[config.mk]
export PLATFORM = sky130hd
export DESIGN_NAME = led_mode_drv
export DESIGN_NICKNAME = d
export VERILOG_FILES = /design/src/rtl/led_mode_drv.sv
export SDC_FILE = /design/constraint.sdc
export NUM_CORES = 1
export LEC_CHECK = 0
export CAP_MARGIN = 20
export CELL_PAD_IN_SITES_DETAIL_PLACEMENT = 1
export CELL_PAD_IN_SITES_GLOBAL_PLACEMENT = 1
export CORE_AREA = 2 2 39 41
export DETAILED_ROUTE_END_ITERATION = 10
export DIE_AREA = 0 0 41 43
export PLACE_DENSITY = 0.7
export REMOVE_ABC_BUFFERS = 1
export SYNTH_ARGS = -nofsm -noshare
export SYNTH_HDL_FRONTEND = slang
export SYNTH_SLANG_ARGS = --single-unit
[constraint.sdc]
create_clock -name clk -period 1.9 [get_ports clk]
set_input_delay 0.57 -clock clk [delete_from_list [all_inputs] [get_ports clk]]
set_output_delay 0.57 -clock clk [all_outputs]
set_load 0.1 [all_outputs]
[src/rtl/led_mode_drv.sv]
// led_mode_drv: turns the key controller's 2-bit mode word into an LED waveform.
//   00 off, 01 on, 10 blink, 11 breath (PWM with ramping duty).
// Optional feature macro: BREATH_EN.
//   When BREATH_EN is defined, mode 11 is the PWM breathing pattern.
//   When it is not defined, the PWM logic is left out and mode 11 becomes a
//   fast blink with half-period BLINK_HALF/2 (at least 1 cycle).
// Every captured change of ctrl restarts the pattern and pulses mode_chg.
// A restart takes priority over any counter wrap in the same cycle.
module led_mode_drv #(
    parameter int BLINK_HALF  = 24,
    parameter int PWM_PERIOD  = 16,
    parameter int BREATH_STEP = 4
) (
    input  logic       clk,
    input  logic       rstn,
    input  logic [1:0] ctrl,
    output logic       led,
    output logic       mode_chg
);

    typedef enum logic [1:0] {
        MODE_OFF    = 2'b00,
        MODE_ON     = 2'b01,
        MODE_BLINK  = 2'b10,
        MODE_BREATH = 2'b11
    } mode_t;

    localparam int BW = $clog2(BLINK_HALF);
    localparam logic [BW-1:0] BLINK_TERM = BW'(BLINK_HALF - 1);

`ifdef BREATH_EN
    localparam int PW = $clog2(PWM_PERIOD);
    localparam int DW = $clog2(PWM_PERIOD + 1);
    localparam int FW = (BREATH_STEP > 1) ? $clog2(BREATH_STEP) : 1;
    localparam logic [PW-1:0] PWM_TERM   = PW'(PWM_PERIOD - 1);
    localparam logic [DW-1:0] DUTY_MAX   = DW'(PWM_PERIOD);
    localparam logic [FW-1:0] FRAME_TERM = FW'(BREATH_STEP - 1);

    typedef enum logic {
        DIR_UP   = 1'b0,
        DIR_DOWN = 1'b1
    } dir_t;
`else
    localparam int FAST_HALF = (BLINK_HALF / 2 < 1) ? 1 : BLINK_HALF / 2;
    localparam logic [BW-1:0] FAST_TERM = BW'(FAST_HALF - 1);
`endif

    // Elaboration-time guard against parameter values the counters cannot honour.
    if (BLINK_HALF < 2 || PWM_PERIOD < 2 || BREATH_STEP < 1) begin : g_param_check
        $error("led_mode_drv: BLINK_HALF>=2, PWM_PERIOD>=2, BREATH_STEP>=1 required");
    end

    mode_t          ctrl_q;
    mode_t          ctrl_prev;
    logic           chg;
    logic           led_nxt;

    logic [BW-1:0]  blink_cnt;
    logic [BW-1:0]  blink_cnt_nxt;
    logic [BW-1:0]  blink_term;
    logic           blink_q;
    logic           blink_q_nxt;
    logic           blink_active;

`ifdef BREATH_EN
    logic [PW-1:0]  pwm_cnt;
    logic [PW-1:0]  pwm_nxt;
    logic [FW-1:0]  frame_cnt;
    logic [FW-1:0]  frame_nxt;
    logic [DW-1:0]  duty;
    logic [DW-1:0]  duty_nxt;
    dir_t           dir;
    dir_t           dir_nxt;

    assign blink_active = (ctrl_q == MODE_BLINK);
`else
    assign blink_active = ctrl_q[1];
`endif

    // The captured mode differs from the one captured the cycle before.
    assign chg = (ctrl_q != ctrl_prev);

    // Capture ctrl, remember the previous capture, and register led and mode_chg.
    always_ff @(posedge clk or negedge rstn) begin
        if (!rstn) begin
            ctrl_q    <= MODE_OFF;
            ctrl_prev <= MODE_OFF;
            led       <= 1'b0;
            mode_chg  <= 1'b0;
        end else begin
            ctrl_q    <= mode_t'(ctrl);
            ctrl_prev <= ctrl_q;
            led       <= led_nxt;
            mode_chg  <= chg;
        end
    end

    // Blink counter: restart ON after a change, toggle on each half-period wrap.
    always_comb begin
        blink_term    = BLINK_TERM;
`ifndef BREATH_EN
        if (ctrl_q == MODE_BREATH) begin
            blink_term = FAST_TERM;
        end
`endif
        blink_cnt_nxt = '0;
        blink_q_nxt   = 1'b0;
        if (chg) begin
            blink_q_nxt = 1'b1;
        end else if (blink_active) begin
            if (blink_cnt == blink_term) begin
                blink_cnt_nxt = '0;
                blink_q_nxt   = ~blink_q;
            end else begin
                blink_cnt_nxt = blink_cnt + BW'(1);
                blink_q_nxt   = blink_q;
            end
        end
    end

    // Blink state registers.
    always_ff @(posedge clk or negedge rstn) begin
        if (!rstn) begin
            blink_cnt <= '0;
            blink_q   <= 1'b0;
        end else begin
            blink_cnt <= blink_cnt_nxt;
            blink_q   <= blink_q_nxt;
        end
    end

`ifdef BREATH_EN
    // Breath counters: PWM position, frames per duty value, and a duty ramp that bounces 0..max.
    always_comb begin
        pwm_nxt   = '0;
        frame_nxt = '0;
        duty_nxt  = '0;
        dir_nxt   = DIR_UP;
        if (!chg && ctrl_q == MODE_BREATH) begin
            pwm_nxt   = pwm_cnt + PW'(1);
            frame_nxt = frame_cnt;
            duty_nxt  = duty;
            dir_nxt   = dir;
            if (pwm_cnt == PWM_TERM) begin
                pwm_nxt = '0;
                if (frame_cnt == FRAME_TERM) begin
                    frame_nxt = '0;
                    if (dir == DIR_UP) begin
                        if (duty < DUTY_MAX) begin
                            duty_nxt = duty + DW'(1);
                        end
                        if (duty_nxt == DUTY_MAX) begin
                            dir_nxt = DIR_DOWN;
                        end
                    end else begin
                        if (duty != '0) begin
                            duty_nxt = duty - DW'(1);
                        end
                        if (duty_nxt == '0) begin
                            dir_nxt = DIR_UP;
                        end
                    end
                end else begin
                    frame_nxt = frame_cnt + FW'(1);
                end
            end
        end
    end

    // Breath state registers.
    always_ff @(posedge clk or negedge rstn) begin
        if (!rstn) begin
            pwm_cnt   <= '0;
            frame_cnt <= '0;
            duty      <= '0;
            dir       <= DIR_UP;
        end else begin
            pwm_cnt   <= pwm_nxt;
            frame_cnt <= frame_nxt;
            duty      <= duty_nxt;
            dir       <= dir_nxt;
        end
    end
`endif

    // LED value for the next cycle, taken from the pattern state being loaded alongside it.
    always_comb begin
        led_nxt = 1'b0;
        case (ctrl_q)
            MODE_OFF:    led_nxt = 1'b0;
            MODE_ON:     led_nxt = 1'b1;
            MODE_BLINK:  led_nxt = blink_q_nxt;
`ifdef BREATH_EN
            MODE_BREATH: led_nxt = (DW'(pwm_nxt) < duty_nxt);
`else
            MODE_BREATH: led_nxt = blink_q_nxt;
`endif
            default:     led_nxt = 1'b0;
        endcase
    end

endmodule

==> flow_metrics.py, run 1 <==
metrics = {
    "logic_synthesis": {
        "synth_largest_type_area_fraction": 0.6122,
        "yosys.area_share.xor_xnor": 0.1046,
        "ys_top_cells_by_area": "sky130_fd_sc_hd__dfrtp_1, sky130_fd_sc_hd__xor2_1, sky130_fd_sc_hd__mux2i_4",
        "synthesis.area_um2": 490.5,
        "dominant_combinational_cell_family_by_area_after_synthesis": "simple AND/OR/NAND/NOR gates",
        "yosys-mux-area-fraction": 0.04592,
        "post_synth.cell_area_avg_um2": 12.91,
        "post_synth_num_cell_types": 17,
        "yosysSeqAreaShare": 0.6122,
        "post_synth_inst_count": 38,
        "synth_compound_area_frac": 0.04082,
        "library_cell_with_the_largest_summed_area_after_synthesis": "sky130_fd_sc_hd__dfrtp_1",
        "synth_adder_area_share": 0.02551,
        "yosysWarnings": 0,
        "flops_latches_synth": 12,
        "synth_simple_gate_area_frac": 0.1633,
    },
    "routing": {
        "routed_wl_um": 790,
        "top_layer_used": "met4",
        "detail_route.drc_violations": 0,
        "detail_route.iter0.violations": 3,
        "dr_wl_met3_um": 56,
        "route.detailed.vias_per_inst": 4.889,
        "num_vias": 308,
        "route.met2.wl_um": 401,
        "ant_nets": 0,
        "met1_length_um": 309,
        "drt_pre_antenna_iters": 2,
        "wl_per_cell_um": 12.54,
    },
    "cts": {
        "postCtsHoldBufs": 0,
        "clk_latency_ns": 0.27,
        "post_cts_resize_count": 0,
        "cts_inserted_buffers": 3,
        "postCtsSetupRepairBufs": 0,
        "clock_sink_count": 12,
        "htree_levels": 1,
        "tritoncts": "yes",
        "clock_path_buffers": 2,
        "clock-root-buffer": "sky130_fd_sc_hd__clkbuf_4",
        "cts.clk_slew.worst_paths_ns": 0.07,
    },
    "floorplan": {
        "die_height_um": 43,
        "starting_density": 0.3544,
        "fp-row-count": 14,
        "die_area_um2": 1763,
        "ioPinCount": 6,
        "core-area_um2": 1384,
        "chipWidth_um": 41,
    },
    "grt": {
        "grt-ovfl-total": 0,
        "grt_max_degree": 13,
        "grt_first_pass_wirelength_um": 1317,
        "global_route.usage.total": 0.1201,
        "antenna_violations_before_repair": 0,
        "via_count_of_the_first_global_routing_pass": 298,
    },
    "setup_path": {
        "path_delay_family": "flip-flops",
        "crit_path_end_kind": "flip-flop",
        "worst-endpoint-required_ns": 2.05,
        "worstPathMaxFanout": 4,
        "crit_start": "blink_cnt[0]",
        "critical-path-slowest-cell": "sky130_fd_sc_hd__dfrtp_1",
        "setup.worst_path.class": "reg -> reg",
        "critPathBufInv": 0,
        "crit_chain": "ha_1 -> and4bb_1 -> mux2i_4 -> xor2_2 -> a21oi_1",
        "critical_path.max_stage_delay_ns": 0.40,
        "worst-endpoint-arrival_ns": 1.60,
        "regToRegStartpoint": "blink_cnt[0]",
        "worstSetupStartpointType": "flip-flop",
    },
    "hold_path": {
        "worstHoldStart": "ctrl_q[0]",
        "hold_path_class": "reg -> reg",
    },
    "power": {
        "power.leakage_nw": 0.2775,
        "peakVddDrop_uv": 433.5,
        "powerDensity_nw_per_um2": 869.1,
    },
    "timing": {
        "postLayoutSetupSlackWorst_ns": 0.4532,
        "setup-tns-final_ns": 0,
        "timing.final.setup_violations": 0,
        "worst_slew_pin_slew_ns": 0.5073,
        "timing_max_transition_violations_final": 0,
        "fin_skew_ns": 0.005088,
        "finalCriticalPeriod_ns": 1.447,
        "hold_viol": 0,
        "timing.final.crit_share": 0.7615,
        "rsz0062_at_grt": "no",
        "max_freq_ghz": 0.6912,
        "timing.max_slew.rel_slack": 0.6608,
    },
    "cells_and_area": {
        "seq_area_um2": 300.3,
        "insertedDiodeCount": 0,
        "commonest_non_fill_non_tap_cell_in_the_layout": "sky130_fd_sc_hd__dfrtp_1",
        "syn_to_final_growth_pct": 25.77,
        "fraction_of_layout_cells_with_a_size_suffix_above_1": 0.2128,
        "final_util": 0.4458,
        "layout.filler_cells": 142,
        "fin_nets": 53,
        "multi_input_comb_area_um2": 186.4,
        "commonest_cells_after_routing_fill_and_taps_aside": "sky130_fd_sc_hd__dfrtp_1, sky130_fd_sc_hd__nor2_1",
    },
    "placement": {
        "pre_cts_slack_ns": 0.4595,
        "quantity_of_i_o_buffers_inserted_on_ports": 5,
        "detail_placement_hpwl_um": 641.6,
        "globalplace.congestion": 0.7585,
    },
    "status": {
        "run_status": "finished clean",
    },
    "run": {
        "count_of_max_cap_constraint_violations": 0,
    },
}
-- through the flow --
step           instance area [um2]  power, mW  hold WS (ns)  std cells
3_5_place_dp                 580.6     0.3437        0.4497         59
4_1_cts                      616.8     0.5476        0.4659         63
2_1_floorplan                490.5     0.3128        0.2744         38
5_1_grt                      616.8     0.5693        0.4931         63
3_3_place_gp                 580.6     0.3409        0.4331         59
6_report                     616.8     0.5361        0.4598         63
-- kinds of logic (layout without fill, tap and decap cells) --
group / Yosys count / after routing
multiplexers: 1 / 1
XOR/XNOR: 5 / 5
adder cells (fa/ha/maj): 1 / 1
buffers and inverters: 1 / 10
AO/OA/AOI/OAI: 3 / 3
flip-flops: 12 / 12
AND/OR/NAND/NOR: 15 / 15
-- report_power, final --
| part | total, mW | switching, mW | internal [mW] | leakage (nW) |
|---|---|---|---|---|
| sequential | 0.274 | 0.00884 | 0.265 | 0.146 |
| combinational | 0.0632 | 0.0383 | 0.0248 | 0.111 |
| clock | 0.199 | 0.0821 | 0.117 | 0.0210 |
-- registers in the layout (all words and copies together), names as in the netlist --
register and cells:
blink_cnt 5, blink_q 1, ctrl_prev 2, ctrl_q 2, led 1, mode_chg 1
-- cell type report --
class,instances,area share
timing repair buffer,5,0.1136
sequential,12,0.4868
inverter,1,0.006085
multi-input combinational,25,0.3022
tap,16,0.03245
clock buffer,4,0.05882
-- layer usage --
metal	vias up	GRT usage
met4	0	0.08000
met2	9	0.1656
met3	3	0.04712
met5	-	0
met1	153	0.1488
li1	143	-
-- worst paths after layout --
| check | endpoint | slack (ns) | depth (start not counted) |
|---|---|---|---|
| worst max-delay path | led | 0.45 | 5 |
| worst min-delay path | ctrl_prev[0] | 0.46 | 0 |
| worst max register to register | led | 0.45 | 5 |
| worst min register to register | ctrl_prev[0] | 0.46 | 0 |
| max in group asynchronous | blink_q | 0.93 | 1 |
| min in group asynchronous | blink_cnt[4] | 0.63 | 1 |
-- synthesized netlist by cell type, drive strengths merged --
cell	instances
and4bb	1
inv	1
ha	1
nand3	2
mux2i	1
a21o	1
dfrtp	12
and2	1
and4b	1
xor2	4
nand2	3
a21oi	1
xnor2	1
nor2	6
o21bai	1
or2	1
Note: power is estimated with default switching activity, not from simulation.
==> run 2: changes to the inputs <==
clock period = 1.4 ns   (was 1.9 ns; I/O delays follow)
==> run 2 against run 1 <==
The run now ends with negative setup slack left. Via count increased by 3.6%. Worst setup slack lost 0.46 ns. Flip-flop and latch count unchanged. Highest routed layer unchanged.
==> flow_metrics.py, run 2 (same netlist as run 1, synthesis figures left out) <==
metrics = {
    "timing": {
        "timing.final.crit_share": 1.003,
        "timing.max_slew.rel_slack": 0.8223,
        "hold_viol": 0,
        "rsz0062_at_grt": "yes",
        "max_freq_ghz": 0.7123,
        "worst_slew_pin_slew_ns": 0.2656,
        "timing.final.setup_violations": 2,
        "fin_skew_ns": 0.003455,
        "timing_max_transition_violations_final": 0,
        "finalCriticalPeriod_ns": 1.404,
        "postLayoutSetupSlackWorst_ns": -0.003853,
    },
    "setup_path": {
        "r2r_slack_ns": -0.004,
        "critPathBufInv": 0,
        "worstSetupStartpointType": "flip-flop",
        "worst-endpoint-arrival_ns": 1.56,
        "worst-endpoint-required_ns": 1.55,
        "critical_path.max_stage_delay_ns": 0.39,
        "critical-path-slowest-cell": "sky130_fd_sc_hd__dfrtp_1",
        "path_delay_family": "flip-flops",
        "setup.worst_path.class": "reg -> reg",
        "cp.depth": 5,
        "crit_path_end_kind": "flip-flop",
        "reg2regPathDepth": 5,
        "regToRegEndpoint": "led",
        "worstPathMaxFanout": 3,
        "crit_chain": "ha_2 -> and4b_2 -> mux2i_4 -> xor2_2 -> a21oi_1",
        "regToRegStartpoint": "blink_cnt[1]",
    },
    "cts": {
        "clock-root-buffer": "sky130_fd_sc_hd__clkbuf_4",
        "htree_levels": 1,
        "clk_latency_ns": 0.27,
        "tritoncts": "yes",
        "clock_sink_count": 12,
        "clock_path_buffers": 2,
        "cts.clk_slew.worst_paths_ns": 0.07,
        "cts_inserted_buffers": 3,
    },
    "cells_and_area": {
        "final_util": 0.4693,
        "top_regs": "blink_cnt x5, ctrl_prev x2, ctrl_q x2",
        "insertedDiodeCount": 0,
        "commonest_cells_after_routing_fill_and_taps_aside": "sky130_fd_sc_hd__dfrtp_1, sky130_fd_sc_hd__nor2_1",
        "fin_nets": 56,
        "max_ffs_per_register": 5,
        "fraction_of_layout_cells_with_a_size_suffix_above_1": 0.3400,
        "stdcell_count": 66,
        "max_flop_register": "blink_cnt",
        "commonest_non_fill_non_tap_cell_in_the_layout": "sky130_fd_sc_hd__dfrtp_1",
        "syn_to_final_growth_pct": 32.40,
    },
    "grt": {
        "global_route.usage.total": 0.1277,
        "grt-ovfl-total": 0,
        "via_count_of_the_first_global_routing_pass": 338,
        "grt_first_pass_wirelength_um": 1428,
        "grt_max_degree": 13,
        "antenna_violations_before_repair": 0,
    },
    "placement": {
        "quantity_of_i_o_buffers_inserted_on_ports": 5,
        "numPlacedInstances": 61,
        "detail_placement_hpwl_um": 652.9,
        "globalplace.congestion": 0.7734,
    },
    "routing": {
        "detail_route.iter0.violations": 0,
        "num_vias": 319,
        "drt_pre_antenna_iters": 1,
        "route.detailed.vias_per_inst": 4.833,
        "wl_per_cell_um": 13.24,
        "detail_route.drc_violations": 0,
        "routed_wl_um": 874,
        "ant_nets": 0,
    },
    "floorplan": {
        "die_height_um": 43,
        "die_area_um2": 1763,
        "starting_density": 0.3544,
        "ioPinCount": 6,
        "core-area_um2": 1384,
        "chipWidth_um": 41,
        "fp-row-count": 14,
    },
    "hold_path": {
        "hold_path_class": "in -> async",
    },
    "power": {
        "fin_total_pwr_uw": 737.1,
        "powerDensity_nw_per_um2": 1135,
        "power.leakage_nw": 0.2899,
        "peakVddDrop_uv": 560.8,
    },
    "status": {
        "run_status": "finished with violations",
        "failed_checks": "negative setup slack",
    },
    "run": {
        "count_of_max_cap_constraint_violations": 0,
    },
}
run 2: power by group:
group / leakage, nW / internal, mW / switching (mW)
clock: 0.0210 / 0.158 / 0.114
combinational: 0.123 / 0.0381 / 0.0549
sequential: 0.146 / 0.360 / 0.0114
run 2: how the worst max path moves through the flow:
| stage | end | slack, ns | startpoint |
|---|---|---|---|
| 6_report | led | -0.004 | blink_cnt[1] |
| 5_1_grt | led | -0.06 | blink_cnt[1] |
| 4_1_cts | led | -0.001 | blink_cnt[1] |
| 3_5_place_dp | led | -0.04 | blink_cnt[0] |
| 3_3_place_gp | led | 0.03 | blink_cnt[0] |
| 2_1_floorplan | led | 0.05 | blink_cnt[0] |
run 2: final cells by class:
type                       count  area, um2
clock buffer                   4      36.28
fill                         146      734.5
inverter                       1      3.754
multi-input combinational     25      196.4
sequential                    12      300.3
tap                           16      20.02
timing repair buffer           8      92.59
run 2: metal layers:
| layer | vias up | part of all wire | global-route usage |
|---|---|---|---|
| met5 | - | 0 | 0 |
| li1 | 149 | - | - |
| met1 | 160 | 0.39 | 0.1497 |
| met2 | 8 | 0.55 | 0.1969 |
| met4 | 0 | 0.010 | 0.06000 |
| met3 | 2 | 0.049 | 0.04712 |
run 2: what timing repair did:
action                                  CTS  global route
endpoints found under the setup margin    5             6
buffers inserted                          1             0
gates resized for setup                   1             3
hold buffers                              0             0
pin swaps                                 3             3
cloned                                    0             0
run 2: through the flow:
| step | instance area [um2] | hold slack (ns) | worst slack [ns] | TNS [ns] |
|---|---|---|---|---|
| floorplan | 490.5 | 0.1244 | 0.05326 | 0 |
| global placement | 595.6 | 0.4329 | 0.03326 | 0 |
| detailed placement | 595.6 | 0.4494 | -0.04201 | -0.06568 |
| global route | 649.4 | 0.4622 | -0.06316 | -0.1450 |
| CTS | 641.9 | 0.4420 | -0.001303 | -0.001303 |
| finish | 649.4 | 0.4379 | -0.003853 | -0.005791 |
==> run 3: changes to the inputs <==
CORE_AREA = unset   (was 2 2 39 41)
CORE_MARGIN = 2   (was unset)
CORE_UTILIZATION = 36   (was unset)
DIE_AREA = unset   (was 0 0 41 43)
GPL_TIMING_DRIVEN = 0   (was unset)
PLACE_DENSITY = 0.71   (was 0.7)
clock period = 1.2 ns   (was 1.4 ns; I/O delays follow)
==> run 3 against run 2 <==
The flow still finishes with violations (negative setup slack). Clock power up 18%. Combinational power up 8%. Fmax about the same. Global-route usage up 0.076 points. Design area up 0.58%. Non-clock buffer count up 1. Via count up 3.4%. Critical path depth unchanged. First-iteration DRC count up 2. Critical path type unchanged.
==> flow_metrics.py, run 3 (same netlist as run 1, synthesis figures left out) <==
metrics = {
    "cts": {
        "clock-root-buffer": "sky130_fd_sc_hd__clkbuf_4",
        "clock_sink_count": 12,
        "cts.clk_slew.worst_paths_ns": 0.08,
        "clock_path_buffers": 2,
        "tritoncts": "yes",
        "cts_inserted_buffers": 3,
        "htree_levels": 1,
        "clk_latency_ns": 0.27,
        "postCtsHoldBufs": 0,
    },
    "run": {
        "count_of_max_cap_constraint_violations": 0,
    },
    "floorplan": {
        "chipWidth_um": 40.91,
        "starting_density": 0.3817,
        "die_area_um2": 1674,
        "ioPinCount": 6,
        "core-area_um2": 1285,
        "fp-row-count": 13,
        "die_height_um": 40.91,
    },
    "placement": {
        "globalplace.congestion": 0.7222,
        "quantity_of_i_o_buffers_inserted_on_ports": 5,
        "detail_placement_hpwl_um": 591.4,
        "numPlacedInstances": 58,
    },
    "cells_and_area": {
        "commonest_non_fill_non_tap_cell_in_the_layout": "sky130_fd_sc_hd__dfrtp_1",
        "top_regs": "blink_cnt x5, ctrl_prev x2, ctrl_q x2",
        "insertedDiodeCount": 0,
        "commonest_cells_after_routing_fill_and_taps_aside": "sky130_fd_sc_hd__dfrtp_1, sky130_fd_sc_hd__nor2_1, sky130_fd_sc_hd__buf_4",
        "fraction_of_layout_cells_with_a_size_suffix_above_1": 0.3333,
        "syn_to_final_growth_pct": 33.16,
        "max_flop_register": "blink_cnt",
        "layout.filler_cells": 133,
        "stdcell_count": 66,
        "max_ffs_per_register": 5,
        "fin_nets": 57,
    },
    "timing": {
        "rsz0062_at_grt": "yes",
        "timing.max_slew.rel_slack": 0.6538,
        "max_freq_ghz": 0.7128,
        "finalCriticalPeriod_ns": 1.403,
        "timing.final.setup_violations": 6,
        "fin_skew_ns": 0.004039,
        "postLayoutSetupSlackWorst_ns": -0.2030,
        "worst_slew_pin_slew_ns": 0.5177,
        "hold_viol": 0,
        "timing_max_transition_violations_final": 0,
        "timing.final.crit_share": 1.169,
    },
    "power": {
        "powerDensity_nw_per_um2": 1310,
        "fin_total_pwr_uw": 855.7,
        "peakVddDrop_uv": 557.1,
        "power.leakage_nw": 0.2915,
    },
    "setup_path": {
        "worstPathMaxFanout": 4,
        "worst-endpoint-required_ns": 1.36,
        "crit_path_end_kind": "flip-flop",
        "worstSetupStartpointType": "flip-flop",
        "setup.worst_path.class": "reg -> reg",
        "worst-endpoint-arrival_ns": 1.56,
    },
    "grt": {
        "grt_max_degree": 13,
        "antenna_violations_before_repair": 0,
        "global_route.usage.total": 0.1284,
        "grt_first_pass_wirelength_um": 1311,
        "grt-ovfl-total": 0,
        "via_count_of_the_first_global_routing_pass": 312,
    },
    "routing": {
        "detail_route.iter0.violations": 2,
        "ant_nets": 0,
        "top_layer_used": "met4",
        "num_vias": 330,
        "wl_per_cell_um": 13.88,
        "met1_length_um": 377,
        "dr_wl_met3_um": 32,
        "route.detailed.vias_per_inst": 5.000,
        "detail_route.drc_violations": 0,
        "route.met2.wl_um": 489,
        "routed_wl_um": 916,
        "drt_pre_antenna_iters": 4,
    },
    "status": {
        "run_status": "finished with violations",
        "failed_checks": "negative setup slack",
    },
    "hold_path": {
        "hold_path_class": "in -> async",
    },
}
-- run 3: cell types whose count changed in the layout (fill, tap and decap cells not counted) --
| cell | delta |
|---|---|
| sky130_fd_sc_hd__buf_12 | -2 |
| sky130_fd_sc_hd__buf_4 | +1 |
| sky130_fd_sc_hd__buf_8 | +2 |
| sky130_fd_sc_hd__ha_2 | -1 |
| sky130_fd_sc_hd__ha_4 | +1 |
| sky130_fd_sc_hd__nor2_1 | +1 |
| sky130_fd_sc_hd__nor2_2 | -1 |
-- run 3: routing by layer --
metal / track usage / up-vias
li1: - / 152
met1: 0.1389 / 168
met2: 0.2227 / 8
met3: 0.01630 / 2
met4: 0.1000 / 0
met5: 0 / -
-- run 3: what timing repair did --
item                       CTS  global route
buffers inserted             1             3
resized for setup           17             3
pin swaps                    1             5
hold endpoints to repair     0             0
setup endpoints to repair    8             8
-- run 3: path summary, 6_finish.rpt --
check / startpoint / cells past startpoint / slack (ns) / end
hold reg to reg: ctrl_q[0] / 0 / 0.46 / ctrl_prev[0]
setup / recovery: blink_cnt[1] / 5 / -0.20 / led
setup reg to reg: blink_cnt[1] / 5 / -0.20 / led
min in group clk: ctrl_q[0] / 0 / 0.46 / ctrl_prev[0]
max in group asynchronous: rstn / 1 / 0.43 / blink_cnt[0]
hold / removal: rstn / 1 / 0.42 / led
-- run 3: layout make-up --
cell class                      instances  area [um2]  area share
Inverter                                1       3.754    0.005747
Tap cell                               15       18.77     0.02874
Sequential cell                        12       300.3      0.4598
Timing Repair Buffer                    9       90.09      0.1379
Multi-Input combinational cell         25       203.9      0.3123
Clock buffer                            4       36.28     0.05556
-- run 3: worst max-delay path, cell delays in order (launching register included) --
cell	delay (ns)
sky130_fd_sc_hd__dfrtp_1	0.42
sky130_fd_sc_hd__ha_4	0.19
sky130_fd_sc_hd__and4b_2	0.22
sky130_fd_sc_hd__mux2i_4	0.19
sky130_fd_sc_hd__xor2_2	0.18
sky130_fd_sc_hd__a21oi_1	0.09
-- run 3: where the power goes --
part / internal [mW] / switching (mW) / total, mW
Sequential: 0.420 / 0.0139 / 0.434
Combinational: 0.0372 / 0.0631 / 0.100
Clock: 0.185 / 0.137 / 0.321
-- run 3: through the flow --
step / cell area [um2] / hold slack, ns / util / worst slack, ns / TNS, ns
6_report: 653.1 / 0.4238 / 0.5083 / -0.2030 / -0.8891
2_1_floorplan: 490.5 / 0.06441 / - / -0.1467 / -0.6714
3_3_place_gp: 559.3 / 0.4371 / 0.4352 / -0.5850 / -2.171
4_1_cts: 615.6 / 0.4389 / 0.4791 / -0.2134 / -1.106
3_5_place_dp: 559.3 / 0.4458 / 0.4352 / -0.5882 / -2.443
5_1_grt: 653.1 / 0.4505 / 0.5083 / -0.2776 / -1.486
==> patch, RTL diff (config.mk and constraints of run 1) <==
Put one more register stage on the output `mode_chg`. The value now appears one clock later. The other outputs are not delayed to match.
--- a/src/rtl/led_mode_drv.sv
+++ b/src/rtl/led_mode_drv.sv
@@ -28,6 +28,8 @@
     localparam int BW = $clog2(BLINK_HALF);
     localparam logic [BW-1:0] BLINK_TERM = BW'(BLINK_HALF - 1);
 
+    logic mode_chg_s0;
+
 `ifdef BREATH_EN
     localparam int PW = $clog2(PWM_PERIOD);
     localparam int DW = $clog2(PWM_PERIOD + 1);
@@ -86,12 +88,12 @@
             ctrl_q    <= MODE_OFF;
             ctrl_prev <= MODE_OFF;
             led       <= 1'b0;
-            mode_chg  <= 1'b0;
+            mode_chg_s0 <= 1'b0;
         end else begin
             ctrl_q    <= mode_t'(ctrl);
             ctrl_prev <= ctrl_q;
             led       <= led_nxt;
-            mode_chg  <= chg;
+            mode_chg_s0 <= chg;
         end
     end
 
@@ -199,5 +201,9 @@
         endcase
     end
 
+    always_ff @(posedge clk) begin
+        mode_chg <= mode_chg_s0;
+    end
+
 endmodule
 
Check against the original RTL: not equivalent (a bounded check fails within 4 cycles, from zero or initial values and one cycle with rstn low).
==> patch against run 1 <==
Global-route usage rose by 0.49 points. Final area rose by 1.6%. Clock power fell by 15%. First-iteration DRC count fell by 100%. Sequential cell count rose by 1. Routed wire length fell by 1.8%. Total power fell by 1.2%. Worst setup slack improved by 0.0037 ns. Synthesized cell count rose by 2.6%. Sequential share of layout area rose by 2.4 points. Maximum frequency rose by 0.25%. Count of clock-buffer cells in the layout did not move. Area after synthesis rose by 4.1%. Highest routed layer unchanged.
==> patch: results (changes against run 1) <==
stage,metric,value,unit,change
status,status,"complete, no violations",,unchanged
final_layout,buffers,5,,unchanged
detailed_routing,drc,0,,unchanged
global_route,grt_pass1_vias,354,,was 298
clock_network,clkTransAtPathRegs,0.08,ns,
detailed_routing,vias,311,,was 308
final_layout,clock_cell_area_share,4.19,%,was 5.88%
detailed_routing,drtPass1Iterations,1,,was 2
placed_design,gp_routability_congestion,0.756,,was 0.759
worst_setup_path,path_max_fanout,4,,unchanged
clock_network,cts.htree.levels,1,,unchanged
global_route,met1_usage,15.1,%,was 14.9%
synth,synth.area.mux_share,4.41,%,was 4.59%
synth,synthXorXnorAreaFrac,10.0,%,was 10.5%
power,irDropWorstVdd,0.398,mV,was 0.433 mV
synth,synth.avg_cell_area,13.1,um2,was 12.9 um2
detailed_routing,drt_iter0_markers,0,,was 3
synth,synth_cell_types,18,,was 17
clock_network,cts.repair.resized,0,,unchanged
global_route,met3_usage,3.14,%,was 4.71%
synth,synthAdderAreaFrac,2.45,%,was 2.55%
detailed_routing,wl_met1,331,um,was 309 um
clock_network,cts_buffers,3,,unchanged
final_layout,nClkBuffers,4,,unchanged
power,swShare,25.5,%,was 24.1%
detailed_routing,wl_met2,396,um,was 401 um
global_route,grt_pass1_wl,1460,um,was 1320 um
synth,synth_compound_area_share,3.92,%,was 4.08%
detailed_routing,via_per_inst,4.86,,was 4.89
clock_network,cts_buffer_depth,2,,unchanged
timing,fin_skew,0.00297,ns,was 0.00509 ns
synth,yosysSeqAreaShare,62.7,%,was 61.2%
detailed_routing,dr.max_layer_used,met4,,unchanged
placed_design,port_buffers,5,,unchanged
final_layout,multiInputGateArea,186,um2,unchanged
synth,synthTopCellsByArea,"dfrtp_1, xor2_1, mux2i_4, nor2_1, dfxtp_1",,"was dfrtp_1, xor2_1, mux2i_4, nor2_1, xor2_2"
final_layout,sh_seq_area,51.1,%,was 48.7%
power,leakage,0.280,nW,was 0.278 nW
final_layout,antenna_cells,0,,unchanged
detailed_routing,wl_met3,30,um,was 56 um
timing,worstMarginPinSlew,0.515,ns,was 0.507 ns
synth,ys_ff_latch,13,,was 12
timing,slew_viol_final,0,,unchanged
worst_setup_path,arrival,1.60,ns,about the same
global_route,met2_usage,18.8,%,was 16.6%
synth,async_flop_share,92.3,%,was 100%
placed_design,dp.cells,60,,was 59
global_route,grt_usage,12.5,%,was 12.0%
synth,ys.flop_type,dfrtp_1,,unchanged
global_route,grt_max_degree,13,,unchanged
synth,ys_warn_count,0,,unchanged
final_layout,buffer_area_share,11.2,%,was 11.4%
final_layout,drive_above_1_share,18.8,%,was 21.3%
final_layout,nets,54,,was 53
detailed_routing,drt_wl_total,776,um,was 790 um
min_path,hold_path_class,reg2reg,,unchanged
final_layout,n_fill_cell,154,,was 142
global_route,grt_antenna_before_repair,0,,unchanged
[patch: changes by cell type after synthesis]
cell | before | now
dfxtp_1 | 0 | 1
[patch: final timing paths]
kind	start	slack, ns	cells past startpoint	to
worst max-delay path	blink_cnt[0]	0.46	5	led
worst min-delay path	mode_chg_s0	0.35	0	mode_chg
worst max register to register	blink_cnt[0]	0.46	5	led
worst min register to register	mode_chg_s0	0.35	0	mode_chg
max in group asynchronous	rstn	0.92	1	ctrl_q[1]
min in group asynchronous	rstn	0.63	1	led
[patch: critical path, cell delays in order, from the launching register on]
cell and delay [ns]:
dfrtp_1 0.40, ha_1 0.26, and4bb_1 0.23, mux2i_4 0.19
xor2_2 0.17, a21oi_1 0.08
[patch: through the flow]
step / setup WS (ns) / area, um2 / util (%)
2_1_floorplan: 0.421 / 510 / -
3_3_place_gp: 0.490 / 601 / 43.4
3_5_place_dp: 0.463 / 601 / 43.4
4_1_cts: 0.439 / 627 / 45.3
5_1_grt: 0.364 / 627 / 45.3
6_report: 0.457 / 627 / 45.3
[patch: power groups by stage]
stage                     Sequential, mW  Combinational [mW]  Clock (mW)
final                              0.297              0.0628       0.170
after global routing               0.300              0.0673       0.194
after CTS                          0.297              0.0641       0.174
after detailed placement           0.303              0.0638           0
after global placement             0.302              0.0625           0
after floorplan                    0.323              0.0138           0
[patch: kinds of logic (layout without fill, tap and decap cells)]
| kind of cell | after synthesis | in the layout |
|---|---|---|
| adder cells (fa/ha/maj) | 1 | 1 |
| buffers and inverters | 1 | 10 |
| AO/OA/AOI/OAI | 3 | 3 |
| XOR/XNOR | 5 | 5 |
| AND/OR/NAND/NOR | 15 | 15 |
| multiplexers | 1 | 1 |
| flip-flops | 13 | 13 |
